### src/rtl/stack_op_sequencer_pkg.sv
// Shared definitions for the stack-operation sequencer.
//   ADDR_W / DATA_W / PC_W : data-memory word address, data word and PC widths
//   SP_RESET               : stack pointer value after reset (top of memory)
//   op_t                   : stack operation codes presented on op_type
//   state_t                : sequencer states
package stack_op_sequencer_pkg;

  localparam int unsigned ADDR_W = 20;
  localparam int unsigned DATA_W = 16;
  localparam int unsigned PC_W   = 32;

  localparam logic [ADDR_W-1:0] SP_RESET = 20'hFFFFF;

  typedef enum logic [1:0] {
    OP_CALL = 2'b00,
    OP_RET  = 2'b01,
    OP_INT  = 2'b10,
    OP_RTI  = 2'b11
  } op_t;

  typedef enum logic [2:0] {
    ST_IDLE     = 3'd0,
    ST_PUSH_FLG = 3'd1,
    ST_PUSH_LO  = 3'd2,
    ST_PUSH_HI  = 3'd3,
    ST_POP_HI   = 3'd4,
    ST_POP_LO   = 3'd5,
    ST_POP_FLG  = 3'd6
  } state_t;

endpackage

### src/rtl/stack_op_sequencer_stack_pointer_unit.sv
// Stack pointer register.
//   clk, rst_n : clock, asynchronous active-low reset (SP -> SP_RESET)
//   inc, dec   : increment / decrement enables (inc wins if both set)
//   sp         : current stack pointer
//   sp_plus1   : sp + 1, address of the top-of-stack word for pops
// All arithmetic wraps modulo 2^ADDR_W.
module stack_pointer_unit
  import stack_op_sequencer_pkg::*;
(
  input  logic              clk,
  input  logic              rst_n,
  input  logic              inc,
  input  logic              dec,
  output logic [ADDR_W-1:0] sp,
  output logic [ADDR_W-1:0] sp_plus1
);

  logic [ADDR_W-1:0] sp_q;

  always_ff @(posedge clk or negedge rst_n) begin
    if (!rst_n) begin
      sp_q <= SP_RESET;
    end else if (inc) begin
      sp_q <= sp_q + 20'd1;
    end else if (dec) begin
      sp_q <= sp_q - 20'd1;
    end
  end

  assign sp       = sp_q;
  assign sp_plus1 = sp_q + 20'd1;

endmodule

### src/rtl/stack_op_sequencer.sv
// Stack-operation sequencer: runs CALL / RET / INT / RTI as short sequences of
// 16-bit data-memory pushes and pops on a descending, post-decrement stack.
//   clk, rst_n        : clock, asynchronous active-low reset
//   op_valid, op_type : operation request (accepted only in IDLE)
//   pc_in, flags_in   : return PC and {C,N,Z} captured on acceptance
//   mem_rdata         : combinational read data for the current mem_addr
//   mem_we, mem_re    : data-memory write / read strobes
//   mem_addr          : word address (SP for pushes, SP+1 for pops)
//   mem_wdata         : write data
//   stall             : freeze fetch/decode while a sequence is pending/active
//   pc_out, pc_load   : popped PC and its one-cycle load strobe
//   flags_out, flags_load : popped flags and their one-cycle load strobe
//   done              : high in the final cycle of every sequence
//   sp_out            : current stack pointer
module stack_op_sequencer
  import stack_op_sequencer_pkg::*;
(
  input  logic              clk,
  input  logic              rst_n,
  input  logic              op_valid,
  input  logic [1:0]        op_type,
  input  logic [PC_W-1:0]   pc_in,
  input  logic [2:0]        flags_in,
  input  logic [DATA_W-1:0] mem_rdata,
  output logic              mem_we,
  output logic              mem_re,
  output logic [ADDR_W-1:0] mem_addr,
  output logic [DATA_W-1:0] mem_wdata,
  output logic              stall,
  output logic [PC_W-1:0]   pc_out,
  output logic              pc_load,
  output logic [2:0]        flags_out,
  output logic              flags_load,
  output logic              done,
  output logic [ADDR_W-1:0] sp_out
);

  state_t            state;
  op_t               op_q;
  logic [PC_W-1:0]   pc_q;
  logic [2:0]        flags_q;
  logic [DATA_W-1:0] hi_q;

  logic              is_push;
  logic              is_pop;
  logic [ADDR_W-1:0] sp;
  logic [ADDR_W-1:0] sp_plus1;

  assign is_push = (state == ST_PUSH_FLG) || (state == ST_PUSH_LO) || (state == ST_PUSH_HI);
  assign is_pop  = (state == ST_POP_HI) || (state == ST_POP_LO) || (state == ST_POP_FLG);

  stack_pointer_unit u_sp (
    .clk      (clk),
    .rst_n    (rst_n),
    .inc      (is_pop),
    .dec      (is_push),
    .sp       (sp),
    .sp_plus1 (sp_plus1)
  );

  always_ff @(posedge clk or negedge rst_n) begin
    if (!rst_n) begin
      state   <= ST_IDLE;
      op_q    <= OP_CALL;
      pc_q    <= '0;
      flags_q <= '0;
      hi_q    <= '0;
    end else begin
      case (state)
        ST_IDLE: begin
          if (op_valid) begin
            op_q    <= op_t'(op_type);
            pc_q    <= pc_in;
            flags_q <= flags_in;
            case (op_t'(op_type))
              OP_CALL: state <= ST_PUSH_LO;
              OP_INT:  state <= ST_PUSH_FLG;
              default: state <= ST_POP_HI;
            endcase
          end
        end
        ST_PUSH_FLG: state <= ST_PUSH_LO;
        ST_PUSH_LO:  state <= ST_PUSH_HI;
        ST_PUSH_HI:  state <= ST_IDLE;
        ST_POP_HI: begin
          hi_q  <= mem_rdata;
          state <= ST_POP_LO;
        end
        ST_POP_LO:   state <= (op_q == OP_RTI) ? ST_POP_FLG : ST_IDLE;
        ST_POP_FLG:  state <= ST_IDLE;
        default:     state <= ST_IDLE;
      endcase
    end
  end

  // Strobes decode straight from the state register, so the async reset
  // clears them without waiting for a clock; the read-data paths stay
  // combinational because mem_rdata arrives in the same cycle as mem_re.
  always_comb begin
    mem_we     = 1'b0;
    mem_re     = 1'b0;
    mem_wdata  = '0;
    pc_out     = '0;
    pc_load    = 1'b0;
    flags_out  = '0;
    flags_load = 1'b0;
    done       = 1'b0;
    mem_addr   = is_pop ? sp_plus1 : sp;
    case (state)
      ST_PUSH_FLG: begin
        mem_we    = 1'b1;
        mem_wdata = {13'b0, flags_q};
      end
      ST_PUSH_LO: begin
        mem_we    = 1'b1;
        mem_wdata = pc_q[15:0];
      end
      ST_PUSH_HI: begin
        mem_we    = 1'b1;
        mem_wdata = pc_q[31:16];
        done      = 1'b1;
      end
      ST_POP_HI: begin
        mem_re = 1'b1;
      end
      ST_POP_LO: begin
        mem_re  = 1'b1;
        pc_load = 1'b1;
        pc_out  = {hi_q, mem_rdata};
        done    = (op_q != OP_RTI);
      end
      ST_POP_FLG: begin
        mem_re     = 1'b1;
        flags_load = 1'b1;
        flags_out  = mem_rdata[2:0];
        done       = 1'b1;
      end
      default: ;
    endcase
  end

  // Gated by rst_n so stall drops immediately on reset even with op_valid high.
  assign stall  = rst_n & ((state != ST_IDLE) | op_valid);
  assign sp_out = sp;

endmodule

### config.mk
export PLATFORM = sky130hd
export DESIGN_NAME = stack_op_sequencer
export DESIGN_NICKNAME = d
export VERILOG_FILES = /design/src/rtl/stack_op_sequencer_pkg.sv /design/src/rtl/stack_op_sequencer_stack_pointer_unit.sv /design/src/rtl/stack_op_sequencer.sv
export SDC_FILE = /design/constraint.sdc
export NUM_CORES = 1
export LEC_CHECK = 0
export BUFFER_PORTS_ARGS = -buffer_cell sky130_fd_sc_hd__buf_2
export CAP_MARGIN = 20
export CORE_MARGIN = 2
export CORE_UTILIZATION = 25
export DETAILED_ROUTE_END_ITERATION = 8
export MAX_ROUTING_LAYER = met4
export PLACE_DENSITY_LB_ADDON = 0.2
export SLEW_MARGIN = 0
export SYNTH_ARGS = -nofsm -noshare
export SYNTH_HDL_FRONTEND = slang
export SYNTH_HIERARCHICAL = 1
export SYNTH_SLANG_ARGS = --single-unit
### constraint.sdc
create_clock -name clk -period 2.6 [get_ports clk]
set_input_delay 0.26 -clock clk [delete_from_list [all_inputs] [get_ports clk]]
set_output_delay 0.26 -clock clk [all_outputs]
set_load 0.005 [all_outputs]
After elaboration in Yosys (flattened, before gate mapping)
Index checks and enable logic that the tools add are counted.
- output and inout port bits: 97
- input port bits: 56
- register bits: 76
- eq/ne operators: 10
- reduce and logical (&&, ||, !) cells: 12
- bitwise gates (word level): 2
- add/sub/neg operators: 2
- mux-type cells: 15
- operators with widths (kind ; number):
    20-bit 2-to-1 mux ; 3
    16-bit one-hot mux with 3 select lines ; 1
    32-bit 2-to-1 mux ; 1
    20-bit by 1-bit adder with 20-bit output, second input constant ; 1
    20-bit by 1-bit subtractor with 20-bit output, second input constant ; 1
    3-bit one-hot mux with 5 select lines ; 1
    3-bit equality test, second input constant ; 3
    3-bit 2-to-1 mux ; 3
    3-bit by 2-bit equality test with 1-bit output, second input constant ; 2
    3-bit one-hot mux with 2 select lines ; 1
    3-bit OR reduction ; 2
    2-bit equality test, second input constant ; 2
    1-bit logical OR ; 4
    1-bit 2-to-1 mux ; 4
    2-bit != test, second input constant ; 2
    3-bit by 1-bit equality test with 1-bit output, second input constant ; 1
    3-bit logical NOT ; 1
    3-bit nonzero test ; 1
    2-bit logical NOT ; 1
    1-bit one-hot mux with 2 select lines ; 1
    2-bit AND reduction ; 1
    2-bit nonzero test ; 1
    2-bit OR reduction ; 1
    1-bit AND ; 1
    1-bit bitwise OR ; 1

Logic depth before layout (Yosys ltp)
Gate-level depths: netlist of run 1.
- word-level depth: 5
- depth in mapped cells: 9
- mapped depth without buffers: 6

Hierarchy
The synthesis of run 1 kept the hierarchy.
- modules (own cells, without submodules) (module ; cells an instance ; area an instance (um^2) ; times used ; sequential area each (um^2)):
    stack_op_sequencer ; 244 ; 2981.6 ; 1 ; 1401.3
    stack_pointer_unit ; 159 ; 1492.7 ; 1 ; 525.5

Worst setup path before layout of run 1
No wires, ideal clock.
- path kind: register to output
- from: reg u_sp.sp_q[2], in the netlist u_sp/sp[2]
- to: out mem_addr[12]
- cell stages (with the launch flop): 8
- setup slack: 0.456 ns
- arrival: 1.884 ns
- path through: dfstp_2 > clkbuf_1 > and3_1 > clkbuf_1 > and3_1 > nand2_1 > xnor2_1 > mux2_2
- word-level cells in the longest chain between the ends: 2
- ends and longest elaborated chain (element ; RTL line ; source):
    start: declaration ; stack_op_sequencer_stack_pointer_unit.sv:18 ; logic [ADDR_W-1:0] sp_q;
    start signal: assignment ; stack_op_sequencer_stack_pointer_unit.sv:24 ; sp_q <= sp_q + 20'd1;
    start signal: assignment ; stack_op_sequencer_stack_pointer_unit.sv:26 ; sp_q <= sp_q - 20'd1;
    20-bit by 1-bit adder with 20-bit output ; stack_op_sequencer_stack_pointer_unit.sv:31 ; assign sp_plus1 = sp_q + 20'd1;
    via sp_plus1[12] ; stack_op_sequencer.sv:47 ; logic [ADDR_W-1:0] sp_plus1;
    20-bit 2-to-1 mux ; stack_op_sequencer.sv:108 ; mem_addr = is_pop ? sp_plus1 : sp;
    end: declaration ; stack_op_sequencer.sv:27 ; output logic [ADDR_W-1:0] mem_addr,
The timed path passes the listed nets, and every way through them passes these cells.

Worst setup path in the final report of run 1
- from: reg u_sp.sp_q[6], in the netlist u_sp/sp[6]
- to: out mem_addr[17]
The elaborated chain is that of the path after synthesis.

==> results of run 1 <==
[where the power goes]
part	leakage (nW)	internal (W)	switching [W]
clock	0.145	0.000776	0.000517
combinational	1.57	0.00157	0.00138
sequential	0.881	0.00186	0.000532
total	2.60	0.00421	0.00243
[final cells by class]
cell class / instances / area share, %
Clock buffer: 10 / 4.13
Inverter: 6 / 0.389
Timing Repair Buffer: 172 / 15.7
Sequential cell: 76 / 33.3
Multi-Input combinational cell: 286 / 40.3
Clock inverter: 6 / 1.23
Tap cell: 225 / 4.87
[worst max-delay path, delay by kind of cell (launching register included)]
family | cells | cell delay [ns]
multiplexers | 1 | 0.28
buffers and inverters | 1 | 0.13
AND/OR/NAND/NOR | 3 | 0.76
flip-flops | 1 | 0.64
XOR/XNOR | 1 | 0.09
[cell families (layout without fill, tap and decap cells)]
logic type | after synthesis | in the layout | share of synthesized area (%)
AO/OA/AOI/OAI | 34 | 34 | 5.54
buffers and inverters | 41 | 194 | 4.92
multiplexers | 90 | 90 | 22.2
XOR/XNOR | 37 | 37 | 7.24
AND/OR/NAND/NOR | 123 | 123 | 16.5
adder cells (fa/ha/maj) | 2 | 2 | 0.559
flip-flops | 76 | 76 | 43.1
[registers in the layout (all words and copies together) (netlist names)]
name     count
hi_q        16
op_q         2
state        3
pc_q        32
u_sp/sp     20
flags_q      3
[per-layer routing]
metal  wire length, um  vias to the layer above  track usage, %
met5                 0                        -               -
met4               214                        0            4.93
met3               660                       15            2.76
met2              5710                      109            20.9
met1              5310                     1741            16.1
li1                  -                     1718               -
[synth_stat cells, types with 6 or more instances]
| cell type | instances |
|---|---|
| dfrtp_1 | 56 |
| and3_1 | 9 |
| nand4_1 | 7 |
| a21oi_1 | 8 |
| nand3_1 | 12 |
| and2_1 | 36 |
| xor2_1 | 20 |
| inv_1 | 6 |
| xnor2_1 | 17 |
| mux2_2 | 69 |
| clkbuf_1 | 14 |
| buf_2 | 7 |
| dfstp_2 | 20 |
| nor2_1 | 19 |
| o22ai_1 | 6 |
| nand2_1 | 14 |
| mux2i_1 | 17 |
[metrics by stage]
stage	power, W	instance area [um2]	util [%]	setup slack [ns]
2_1_floorplan	0.00431	4470	-	0.456
3_3_place_gp	0.00525	5400	31.0	0.366
3_5_place_dp	0.00530	5400	31.0	0.312
4_1_cts	0.00666	5730	32.9	0.0507
5_1_grt	0.00717	5790	33.2	0.0200
6_report	0.00664	5790	33.2	0.114
[worst max-delay path by stage]
stage / to / slack [ns] / cells after the start
after floorplan: mem_addr[12] / 0.46 / 7
after detailed placement: mem_addr[19] / 0.31 / 6
final: mem_addr[17] / 0.11 / 6
after global routing: mem_addr[17] / 0.02 / 6
after CTS: mem_addr[18] / 0.05 / 7
after global placement: mem_addr[17] / 0.37 / 6
[what timing repair did]
item | in CTS | in global routing
hold endpoints to repair | 8 | 0
setup endpoints to repair | 4 | 8
buffers inserted | 0 | 8
gates resized for setup | 2 | 2
pin swaps | 0 | 0
hold buffers | 1 | 0
==> impl_metrics.tcl, run 1 <==
set metrics [dict create \
    cts_buffer_depth 2 \
    critPathMaxFanout 10 \
    hold_viol 0 \
    cp-start-kind "flop" \
    yosysUniqueCellTypes 53 \
    wl_per_cell_um 15.2 \
    async_reset_ff_share_pct 100 \
    grtUsageTotal_pct 13.0 \
    hp-class "primary input to flop" \
    htree_levels 3 \
    cts_sinks 76 \
    irDropWorstVdd_mv 0.536 \
    synth_top_area_share_pct 31.3 \
    grt_pass1_vias 3470 \
    required_ns 2.34 \
    routed_wl_um 11900 \
    crit_slowest_cell "dfstp_2" \
    p_per_area_nw_per_um2 1150 \
    dp.cells 756 \
    final_cell_mix "151 x buf_2, 69 x mux2_2, 56 x dfrtp_1" \
    grt.overflow.total 0 \
    cts_tree "yes" \
    drc 0 \
    crit_type "flop to output port" \
    worstHoldEndpoint "pc_q[1]" \
    drt_iter0_drc 100 \
    synth_area_leader_cell "dfrtp_1" \
    synth_seq_area_share_pct 43.1 \
    antenna_left 0 \
    syn_to_final_growth_pct 29.3 \
    fill_cells 1801 \
    timing.hold.ws_ns 0.144 \
    clkTransAtPathRegs_ns 0.06 \
    antenna_found_initial 0 \
    hold_start "pc_in[1]" \
    synthCells 403 \
    die_h_um 138 \
    gp_congestion 0.867 \
    fp-row-count 48 \
    hold_depth 2 \
    critPathLaunch "u_sp/sp[6]" \
    register_area_um2 1930 \
    worst_slew_pin_slew_ns 0.713 \
    worstPathArrival_ns 2.23 \
    reg2reg_depth 7 \
    r2r_slack_ns 0.52 \
    viasPerCell 4.59 \
    relSlewSlack_pct 52.5 \
    slew_viol_final 0 \
    cts_buffers 9 \
    timing.rr.end "u_sp/sp[18]" \
    syn_nets 461 \
    crit_path_end_kind "output port" \
    critical_path.max_stage_delay_ns 0.64 \
    antennaDiodeCount 0 \
    p_leak_nw 2.60 \
    r2r-start "state[0]" \
    ys.flop_type "dfrtp_1" \
    final-setup-viol-count 0 \
    synth-seq-cells 76 \
    grt_pass1_wl_um 18500 \
    drive_above_1_share_pct 51.8 \
    clk_latency_ns 0.34 \
    io_pins 153 \
    crit_chain "and4_4 -> nand3_1 -> nor3_1 -> xor2_1 -> mux2_2 -> buf_2" \
    port_buffers 152 \
    rsz0062_at_grt "no" \
    fmax_mhz 402 \
    period_share_pct 95.6 \
    grt_max_degree 56 \
    tns_ns 0 \
    final_common_cell "buf_2" \
    maxCapViolations 0 \
    fin_nets 609 \
    num_vias 3583 \
    dieArea_um2 19000 \
    hpwl_um 8500 \
    coreArea_um2 17400 \
    outcome "finished clean" \
    start_util_pct 25.7 \
    clockRootBuffer "clkbuf_16" \
    firstDrtPassIters 4 \
    yosysWarningCount 6 \
    multi_input_area_um2 2330 \
    fin_cells 781 \
    synthTopCellsByArea "dfrtp_1 31%, mux2_2 17%, dfstp_2 12%" \
    die_w_um 138 \
    syn_avg_cell_area_um2 11.1 \
    min_period_ns 2.49 \
    synth-edff-count 0 \
    netlist_area_um2 4470 \
    skew_ns 0.00837 \
]
Note: power is estimated with default switching activity, not from simulation.
==> inputs of run 2 (changes only) <==
--- a/config.mk
+++ b/config.mk
@@ -12,6 +12,7 @@
 export DETAILED_ROUTE_END_ITERATION = 8
 export MAX_ROUTING_LAYER = met4
 export PLACE_DENSITY_LB_ADDON = 0.2
+export RECOVER_POWER = 100
 export SLEW_MARGIN = 0
 export SYNTH_ARGS = -nofsm -noshare
 export SYNTH_HDL_FRONTEND = slang
==> impl_metrics.tcl, run 2 (synthesis gave the netlist of run 1 again) <==
set metrics [dict create \
    clk_latency_ns 0.33 \
    worstPathArrival_ns 2.22 \
    grt_pass1_vias 3470 \
    syn_to_final_growth_pct 27.1 \
    regMostFlops "pc_q" \
    cts_tree "yes" \
    final-setup-viol-count 0 \
    antennaDiodeCount 0 \
    die_w_um 138 \
    setup_ws_ns 0.123 \
    largest_reg_flops 32 \
    fmax_mhz 404 \
    io_pins 153 \
    antenna_found_initial 0 \
    use_met3_pct 2.76 \
    required_ns 2.34 \
    critPathMaxFanout 9 \
    drive_above_1_share_pct 41.4 \
    tns_ns 0 \
    hp-class "primary input to flop" \
    viasPerCell 4.56 \
    cts_buffer_depth 2 \
    power_w 0.00652 \
    cts_buffers 9 \
    slew_viol_final 0 \
    critPathLaunch "u_sp/sp[10]" \
    fin_area_um2 5690 \
    wl_per_cell_um 15.3 \
    hold_viol 0 \
    crit_type "flop to output port" \
    period_share_pct 95.3 \
    antenna_left 0 \
    irDropWorstVdd_mv 0.526 \
    clkTransAtPathRegs_ns 0.06 \
    dieArea_um2 19000 \
    relSlewSlack_pct 5.81 \
    skew_ns 0.00801 \
    htree_levels 3 \
    clockRootBuffer "clkbuf_16" \
    hold_start "pc_in[1]" \
    p_leak_nw 2.39 \
    min_period_ns 2.48 \
    firstDrtPassIters 4 \
    grt_max_degree 56 \
    maxCapViolations 0 \
    crit_path_end_kind "output port" \
    placed_area_um2 5400 \
    port_buffers 152 \
    num_vias 3563 \
    start_util_pct 25.7 \
    drt_iter0_drc 118 \
    fill_cells 1835 \
    met1_usage_pct 16.1 \
    final_cell_mix "105 x buf_2, 68 x mux2_2, 56 x dfrtp_1" \
    rsz0062_at_grt "no" \
    p_per_area_nw_per_um2 1150 \
    outcome "finished clean" \
    die_h_um 138 \
    worst_slew_pin_slew_ns 1.41 \
    fin_nets 609 \
    grt.overflow.total 0 \
    grt_pass1_wl_um 18500 \
    busiest_layer "met2" \
    fp-row-count 48 \
    r2r-start "state[0]" \
    drc 0 \
    grtUsageTotal_pct 13.0 \
    final_common_cell "buf_2" \
    place_ws_ns 0.312 \
    met2_usage_pct 20.9 \
    cts_sinks 76 \
    cp-start-kind "flop" \
    coreArea_um2 17400 \
    routed_wl_um 11900 \
    gp_congestion 0.867 \
    hpwl_um 8500 \
]
[run 2: cell types whose count changed in the layout (fill, tap and decap cells not counted), moves of 2 or more]
cell,before,now
and2_0,0,13
and2_1,36,23
buf_1,0,2
buf_2,151,105
buf_4,18,10
clkbuf_1,0,45
clkbuf_2,2,8
dfstp_1,0,8
dfstp_2,20,12
o21ai_0,0,2
o21ai_1,2,0
[run 2: timing repair]
item / in CTS / in global routing
buffers inserted: 0 / 8
hold endpoints to repair: 8 / 0
resized for setup: 2 / 2
hold buffers: 1 / 0
endpoints found under the setup margin: 4 / 8
[run 2: path summary, 6_finish.rpt]
| check | cells past startpoint | slack, ns | endpoint |
|---|---|---|---|
| setup / recovery | 6 | 0.12 | mem_addr[17] |
| hold / removal | 2 | 0.14 | pc_q[1] |
| setup reg to reg | 4 | 0.22 | pc_q[12] |
| hold reg to reg | 1 | 0.49 | pc_q[3] |
| max in group asynchronous | 3 | 0.51 | hi_q[13] |
| min in group asynchronous | 2 | 0.38 | pc_q[29] |
[run 2: layout make-up]
type                            instances  area [um2]  share of cell area [%]
Clock buffer                           10         239                    4.20
Multi-Input combinational cell        286        2310                    40.6
Tap cell                              225         282                    4.95
Inverter                                6        22.5                   0.396
Timing Repair Buffer                  172         835                    14.7
Clock inverter                          6        71.3                    1.25
Sequential cell                        76        1930                    33.9
[run 2: critical path: stages, from the launching register on]
cell     delay, ns
dfstp_1       0.69
and3_1        0.26
nand3_1       0.16
nor3_1        0.27
xor2_1        0.09
mux2_2        0.28
buf_2         0.13
[run 2: through the flow]
stage	instances	utilization, %	hold WS [ns]
2_1_floorplan	403	-	-0.0356
3_3_place_gp	756	31.0	0.208
3_5_place_dp	756	31.0	0.210
4_1_cts	773	32.9	0.126
5_1_grt	781	32.7	0.136
6_report	781	32.7	0.145
[run 2: power breakdown]
| group | switching [W] | internal [W] |
|---|---|---|
| combinational | 0.00138 | 0.00148 |
| sequential | 0.000531 | 0.00185 |
| clock | 0.000511 | 0.000776 |
| total | 0.00242 | 0.00411 |
[run 2: metal layers]
metal  vias up  wire length [um]
met3        17               664
li1       1713                 -
met1      1728              5400
met5         -                 0
met2       105              5660
met4         0               207
==> inputs of run 3 (changes only) <==
==> constraint.sdc (replaced) <==
create_clock -name clk -period 2.8 [get_ports clk]
set_input_delay 0.28 -clock clk [delete_from_list [all_inputs] [get_ports clk]]
set_output_delay 0.28 -clock clk [all_outputs]
set_load 0.005 [all_outputs]
==> impl_metrics.tcl, run 3 (synthesis gave the netlist of run 1 again) <==
set metrics [dict create \
    drive_above_1_share_pct 39.3 \
    slew_viol_final 0 \
    cts_tree "yes" \
    register_area_um2 1930 \
    p_per_area_nw_per_um2 1060 \
    grtUsageTotal_pct 13.1 \
    regMostFlops "pc_q" \
    clkTransAtPathRegs_ns 0.07 \
    r2r_slack_ns 0.40 \
    required_ns 2.52 \
    fp-row-count 48 \
    grt.overflow.total 0 \
    clockRootBuffer "clkbuf_16" \
    worst_slew_pin_slew_ns 1.37 \
    post_cts_buffers 0 \
    hp-class "primary input to flop" \
    drc 0 \
    skew_ns 0.00844 \
    largest_reg_flops 32 \
    cts_sinks 76 \
    fin_nets 600 \
    hold_depth 2 \
    grt_pass1_wl_um 18600 \
    hpwl_um 8490 \
    coreArea_um2 17400 \
    multi_input_area_um2 2320 \
    grt_max_degree 55 \
    num_vias 3556 \
    hold_start "pc_in[15]" \
    antenna_found_initial 0 \
    period_share_pct 94.7 \
    r2r-start "state[0]" \
    outcome "finished clean" \
    antennaDiodeCount 0 \
    crit_type "flop to output port" \
    min_period_ns 2.65 \
    htree_levels 3 \
    place_ws_ns 0.455 \
    firstDrtPassIters 4 \
    worstPathArrival_ns 2.37 \
    drt_iter0_drc 125 \
    maxCapViolations 0 \
    worstHoldEndpoint "pc_q[15]" \
    die_w_um 138 \
    fmax_mhz 377 \
    relSlewSlack_pct 8.42 \
    dieArea_um2 19000 \
    final_cell_mix "102 x buf_2, 68 x mux2_2, 56 x dfrtp_1" \
    cts_buffer_depth 2 \
    syn_to_final_growth_pct 25.9 \
    gp_congestion 0.859 \
    clk_latency_ns 0.34 \
    critPathMaxFanout 9 \
    antenna_left 0 \
    grt_pass1_vias 3552 \
    viasPerCell 4.61 \
    start_util_pct 25.7 \
    crit_path_end_kind "output port" \
    final-setup-viol-count 0 \
    timing.rr.end "u_sp/sp[18]" \
    fill_cells 1840 \
    final_common_cell "buf_2" \
    hold_viol 0 \
    irDropWorstVdd_mv 0.471 \
    p_leak_nw 2.36 \
    routed_wl_um 11800 \
    setup_ws_ns 0.147 \
    reg2reg_depth 7 \
    cts_buffers 9 \
    wl_per_cell_um 15.3 \
    die_h_um 138 \
    rsz0062_at_grt "no" \
    cp-start-kind "flop" \
    tns_ns 0 \
    port_buffers 152 \
    io_pins 153 \
]
==> run 3: cell types whose count changed in the layout (fill, tap and decap cells not counted), moves of 2 or more <==
cell,before,now
clkbuf_2,8,11
dfstp_2,12,5
buf_1,2,0
buf_4,10,3
buf_2,105,102
dfstp_1,8,15
==> run 3: worst max path at each step <==
stage                from  depth (start not counted)           end  slack, ns
6_report       u_sp/sp[1]                          7  mem_addr[12]       0.15
5_1_grt        u_sp/sp[2]                          6  mem_addr[17]       0.03
4_1_cts        u_sp/sp[1]                          7  mem_addr[12]       0.07
3_5_place_dp   u_sp/sp[1]                          7  mem_addr[12]       0.46
3_3_place_gp   u_sp/sp[0]                          7  mem_addr[18]       0.50
2_1_floorplan  u_sp/sp[2]                          7  mem_addr[12]       0.64
==> run 3: report_power, final <==
| group | switching, W | leakage [nW] | internal [W] |
|---|---|---|---|
| Combinational | 0.00122 | 1.35 | 0.00131 |
| Sequential | 0.000525 | 0.864 | 0.00170 |
| Clock | 0.000482 | 0.145 | 0.000721 |
| Total | 0.00223 | 2.36 | 0.00373 |
==> run 3: area by class of cell <==
class / count / share of cell area (%)
Clock buffer: 10 / 4.24
Clock inverter: 6 / 1.27
Inverter: 6 / 0.400
Multi-Input combinational cell: 286 / 41.2
Sequential cell: 76 / 34.2
Tap cell: 225 / 5.00
Timing Repair Buffer: 163 / 13.7
==> run 3: routing by layer <==
metal / vias up / routed length (um) / global-route usage (%) / part of all wire [%]
li1: 1706 / - / - / -
met2: 103 / 5810 / 22.1 / 49
met5: - / 0 / - / 0
met1: 1735 / 5130 / 15.3 / 43
met3: 12 / 693 / 2.65 / 5.9
met4: 0 / 190 / 5.27 / 1.6
==> run 3: metrics by stage <==
step / instance area [um2] / cells / total power, W / util, % / hold slack, ns
2_1_floorplan: 4470 / 403 / 0.00401 / - / -0.0156
3_3_place_gp: 5400 / 755 / 0.00487 / 31.0 / 0.230
3_5_place_dp: 5400 / 755 / 0.00492 / 31.0 / 0.231
4_1_cts: 5720 / 772 / 0.00617 / 32.8 / 0.145
5_1_grt: 5630 / 772 / 0.00647 / 32.3 / 0.155
6_report: 5630 / 772 / 0.00596 / 32.3 / 0.160
==> run 3: timing repair <==
item                                   CTS  global route
hold buffers                             1             0
setup endpoints to repair                0             5
resized for setup                        0             2
endpoints found under the hold margin    5             0
==> run 3: critical path: stages (launching register included) <==
cell and delay (ns):
dfstp_2 0.62, ha_1 0.25, and3_2 0.30, and3_1 0.25, nand2_1 0.09, xnor2_1 0.15
mux2_2 0.27, clkbuf_1 0.10
